## config.mk

```make
export PLATFORM = sky130hd
export DESIGN_NAME = centisecond_stopwatch
export DESIGN_NICKNAME = d
export VERILOG_FILES = /design/src/rtl/centisecond_stopwatch_pkg.sv /design/src/rtl/bcd_digit_pair_counter.sv /design/src/rtl/centisecond_stopwatch.sv
export SDC_FILE = /design/constraint.sdc
export NUM_CORES = 1
export LEC_CHECK = 0
export ABC_CLOCK_PERIOD_IN_PS = 2000
export CELL_PAD_IN_SITES_DETAIL_PLACEMENT = 1
export CELL_PAD_IN_SITES_GLOBAL_PLACEMENT = 1
export CORE_UTILIZATION = 35
export DETAILED_ROUTE_END_ITERATION = 8
export PLACE_DENSITY = 0.68
export SYNTH_ARGS = -nofsm -noshare
export SYNTH_HDL_FRONTEND = slang
export SYNTH_SLANG_ARGS = --single-unit
export TNS_END_PERCENT = 1
```

## constraint.sdc

```tcl
create_clock -name clk -period 2 [get_ports clk]
set_input_delay 0.2 -clock clk [delete_from_list [all_inputs] [get_ports clk]]
set_output_delay 0.2 -clock clk [all_outputs]
set_load 0.02 [all_outputs]
```

## src/rtl/centisecond_stopwatch_pkg.sv

```systemverilog
// centisecond_stopwatch_pkg: shared state, BCD types and count limits for the stopwatch.
package centisecond_stopwatch_pkg;
  typedef enum logic [1:0] {IDLE, RUN, PAUSE, LAP} state_t;
  typedef logic [3:0] bcd_t;
  localparam int CS_MAX = 99;
  localparam int SEC_MAX = 59;
  function automatic logic [7:0] to_bcd(input int v);
    return {4'(v / 10), 4'(v % 10)};
  endfunction
endpackage

```

## src/rtl/bcd_digit_pair_counter.sv

```systemverilog
// bcd_digit_pair_counter: two-digit BCD counter that wraps to 00 after limit and flags the carry.
module bcd_digit_pair_counter
  import centisecond_stopwatch_pkg::*;
(
  input  logic       clk,
  input  logic       rst_n,
  input  logic       inc,
  input  logic       clr,
  input  logic [7:0] limit,
  output bcd_t       tens,
  output bcd_t       ones,
  output logic       carry_out
);
  logic at_limit;
  assign at_limit = {tens, ones} == limit;
  assign carry_out = inc & at_limit;
  always_ff @(posedge clk or negedge rst_n) begin
    if (!rst_n) begin
      tens <= '0;
      ones <= '0;
    end else if (clr || carry_out) begin
      tens <= '0;
      ones <= '0;
    end else if (inc) begin
      ones <= (ones == 4'd9) ? 4'd0 : ones + 4'd1;
      tens <= (ones == 4'd9) ? tens + 4'd1 : tens;
    end
  end
endmodule

```

## src/rtl/centisecond_stopwatch.sv

```systemverilog
// centisecond_stopwatch: MM:SS.cc BCD stopwatch advanced by synchronised cs_clk rising edges.
module centisecond_stopwatch
  import centisecond_stopwatch_pkg::*;
#(
  parameter int SYNC_STAGES = 2,
  parameter int MIN_LIMIT = 59
) (
  input  logic       clk,
  input  logic       rst_n,
  input  logic       cs_clk,
  input  logic       start_stop,
  input  logic       lap,
  input  logic       clear,
  output logic [7:0] cs_bcd,
  output logic [7:0] sec_bcd,
  output logic [7:0] min_bcd,
  output logic       running,
  output logic       lap_active,
  output logic       rollover
);
  logic [SYNC_STAGES-1:0] sync_q;
  logic edge_q, tick, count_en, capture, cs_carry, sec_carry, min_carry;
  state_t state_q, state_d;
  bcd_t cs_t, cs_o, sec_t, sec_o, min_t, min_o;
  logic [23:0] live, frozen_q;
  always_ff @(posedge clk or negedge rst_n) begin
    if (!rst_n) begin
      sync_q <= '0;
      edge_q <= 1'b0;
    end else begin
      sync_q <= {sync_q[SYNC_STAGES-2:0], cs_clk};
      edge_q <= sync_q[SYNC_STAGES-1];
    end
  end
  assign tick = sync_q[SYNC_STAGES-1] & ~edge_q;
  assign running = (state_q == RUN) || (state_q == LAP);
  assign lap_active = state_q == LAP;
  assign count_en = tick & running & ~clear;
  // Capture reads the live value before this edge's increment lands.
  assign capture = lap & ~start_stop & ~clear & (state_q == RUN);
  always_comb begin
    state_d = state_q;
    state_d = clear ? IDLE
            : start_stop ? (running ? PAUSE : RUN)
            : (lap && state_q == RUN) ? LAP
            : (lap && state_q == LAP) ? RUN
            : state_q;
  end
  always_ff @(posedge clk or negedge rst_n) begin
    if (!rst_n) begin
      state_q <= IDLE;
      frozen_q <= '0;
      rollover <= 1'b0;
    end else begin
      state_q <= state_d;
      frozen_q <= clear ? '0 : capture ? live : frozen_q;
      rollover <= min_carry;
    end
  end
  bcd_digit_pair_counter u_cs (
    .clk(clk), .rst_n(rst_n), .inc(count_en), .clr(clear), .limit(to_bcd(CS_MAX)),
    .tens(cs_t), .ones(cs_o), .carry_out(cs_carry)
  );
  bcd_digit_pair_counter u_sec (
    .clk(clk), .rst_n(rst_n), .inc(cs_carry), .clr(clear), .limit(to_bcd(SEC_MAX)),
    .tens(sec_t), .ones(sec_o), .carry_out(sec_carry)
  );
  bcd_digit_pair_counter u_min (
    .clk(clk), .rst_n(rst_n), .inc(sec_carry), .clr(clear), .limit(to_bcd(MIN_LIMIT)),
    .tens(min_t), .ones(min_o), .carry_out(min_carry)
  );
  assign live = {min_t, min_o, sec_t, sec_o, cs_t, cs_o};
  assign {min_bcd, sec_bcd, cs_bcd} = lap_active ? frozen_q : live;
endmodule

```

==> flow_metrics.env <==
export IMPL_syn_cell_area_um2=2910
export IMPL_rsz0062_at_grt="true"
export IMPL_dr_pass1_iters=4
export IMPL_gp_congestion=0.788
export IMPL_synth_edf_count=0
export IMPL_vias=2450
export IMPL_crit_path_start_kind="flop"
export IMPL_synthDistinctLibCells=39
export IMPL_antenna_left=0
export IMPL_std_cell_rows=32
export IMPL_drv_slew=0
export IMPL_peakVddDrop_v=0.000241
export IMPL_r2r_start="u_cs.ones[1]"
export IMPL_fin_setup_tns_ns=0
export IMPL_dr_first_iter_drc_count=80
export IMPL_rrSetupSlack_ns=0.10
export IMPL_finalCritPeriodShare_pct=96.2
export IMPL_synth_cells=318
export IMPL_ys_top_cells_by_area="dfrtp_1 (46%), nand2_1 (8.5%), a21oi_1 (7.9%)"
export IMPL_yosysTopAreaCell="dfrtp_1"
export IMPL_synth_nets=336
export IMPL_setup_viol=0
export IMPL_grt_start_max_net_pins=55
export IMPL_path_max_fanout=17
export IMPL_core_area_um2=7890
export IMPL_dp_hpwl_um=5120
export IMPL_arrival_ns=1.72
export IMPL_drive_gt1_share_pct=18.9
export IMPL_clock_latency_ns=0.31
export IMPL_power_per_cell_area_nw_per_um2=584
export IMPL_port_buffer_count=32
export IMPL_cts_sinks=54
export IMPL_hold_class="primary input to flop"
export IMPL_gr_usage_all_layers_pct=19.1
export IMPL_ys_ff_latch=54
export IMPL_die_w_um=93.2
export IMPL_routed_wl_um=7630
export IMPL_multiInputGateArea_um2=1440
export IMPL_required_ns=1.80
export IMPL_cts_root_buf="clkbuf_8"
export IMPL_status="completed"
export IMPL_ys_seq_area_share_pct=46.4
export IMPL_synth_top_cell_area_share_pct=46.4
export IMPL_hold_viol=0
export IMPL_htree_levels=2
export IMPL_area_growth_pct=25.8
export IMPL_p_leak_uw=0.00172
export IMPL_avgSynthCellArea_um2=9.16
export IMPL_synthArstFlopShare_pct=100
export IMPL_cts_buffers=5
export IMPL_cap_viol_max_count=0
export IMPL_fmax_mhz=520
export IMPL_seq_area_um2=1350
export IMPL_diodes=0
export IMPL_wl_per_cell_um=16.2
export IMPL_end_kind="output port"
export IMPL_grt_pass1_vias=2602
export IMPL_chipHeight_um=93.2
export IMPL_clk_pin_slew_ns=0.09
export IMPL_viasPerCell=5.19
export IMPL_dieArea_um2=8690
export IMPL_post_route_util_pct=46.5
export IMPL_yosys_warnings=0
export IMPL_initial_utilization_pct=36.9
export IMPL_drc=0
export IMPL_min_delay_start="cs_clk"
export IMPL_grt_pass1_wl_um=12900
export IMPL_cts_tree="done"
export IMPL_max_slew_margin_pct=71.1
export IMPL_nFillCells=922
export IMPL_finClkSkew_ns=0.00597
export IMPL_fin_crit_ns=1.92
export IMPL_io_pin_count=33
export IMPL_ys_flop_type="dfrtp_1"
export IMPL_clockBufferDepth=2
export IMPL_layout_nets=387
export IMPL_antenna_found_initial=0
export IMPL_worstMarginPinSlew_ns=0.434
export IMPL_crit_start="state_q[1]"
export IMPL_grt_overflow=0
export IMPL_critPathKind="flop to output port"
export IMPL_hold_slack_ns=0.324
[layout by cell type, fill, tap and decap left out, types with 9 or more instances in the layout]
cell type / netlist / final
a21oi_1: 46 / 46
buf_4: 1 / 29
dfrtp_1: 54 / 53
dlygate4sd2_1: 0 / 24
ha_1: 12 / 11
mux2_2: 17 / 17
nand2_1: 66 / 66
nand3_1: 10 / 9
nor2_1: 11 / 11
o21ai_0: 17 / 17
[worst max-delay path: stages, from the launching register on]
cell           delay (ns)
dfrtp_1              0.40
nand2_1              0.15
buf_12               0.19
mux2_2               0.35
dlygate4sd2_1        0.32
[final cells by class]
| cell class | instances | area share [%] |
|---|---|---|
| inverter | 8 | 0.819 |
| multi-input combinational | 235 | 39.2 |
| timing repair buffer | 65 | 15.7 |
| sequential | 54 | 36.9 |
| clock inverter | 2 | 1.64 |
| clock buffer | 6 | 2.25 |
| tap | 102 | 3.48 |
[timing repair]
| item | in CTS | in global routing |
|---|---|---|
| endpoints found under the setup margin | 26 | 10 |
| buffers inserted | 0 | 0 |
| resized for setup | 26 | 9 |
| endpoints found under the hold margin | 54 | 0 |
| hold buffers | 1 | 0 |
| pin swaps | 0 | 1 |
[per-layer routing]
metal	vias up	GRT usage, %	part of all wire, %	wire length [µm]
met3	8	2.93	1.9	145
met4	0	4.87	1.0	79
met2	27	34.4	51	3900
met5	-	0	0	0
met1	1217	23.7	46	3500
li1	1198	-	-	-
[logic make-up after synthesis]
| group | share of synthesized area [%] |
|---|---|
| buf+inv | 4.81 |
| flops | 46.4 |
| xor+xnor | 0.301 |
| mux | 7.26 |
| fa+ha+maj | 5.15 |
| compound gates | 12.8 |
| simple gates | 23.3 |
[state kept, by name, indices dropped and copies added, names as in the netlist, 2 cells and up]
| register | cells |
|---|---|
| u_sec.ones | 4 |
| u_cs.ones | 4 |
| sync_q | 2 |
| frozen_q | 24 |
| u_sec.tens | 4 |
| state_q | 2 |
| u_cs.tens | 4 |
| u_min.tens | 4 |
| u_min.ones | 4 |
[metrics by stage]
stage	total power, µW	cells	setup WS (ns)	instance area, µm²
finish	2140	472	0.0760	3670
global route	2220	472	-0.0129	3670
CTS	2170	472	0.00628	3650
detailed placement	1260	463	-0.00955	3520
global placement	1260	463	0.0647	3520
floorplan	1190	318	0.153	2910
[Yosys cell counts, drive strengths merged (2+ instances only)]
library cell	number
or3	7
and3b	6
nand3b	3
mux2	17
dfrtp	54
inv	8
nand2b	3
nand4	3
or4	5
nor2b	3
a21oi	46
and3	4
nand2	66
mux2i	2
ha	12
nor2	11
nor4	3
nand3	11
o21ai	17
buf	8
nor3	2
clkbuf	13
[worst paths after layout]
path | endpoint | depth (start not counted)
worst max-delay path | cs_bcd[3] | 4
worst min-delay path | sync_q[0] | 1
worst max register to register | u_min.tens[1] | 6
worst min register to register | sync_q[1] | 0
max in group asynchronous | frozen_q[19] | 3
min in group asynchronous | u_min.tens[3] | 3
[power breakdown]
| group | total, µW | internal [µW] | switching [µW] |
|---|---|---|---|
| Clock | 909 | 534 | 375 |
| Combinational | 131 | 46.3 | 84.4 |
| Sequential | 1100 | 1100 | 4.14 |
| Total | 2140 | 1680 | 464 |
(Power assumes the default switching activity.)
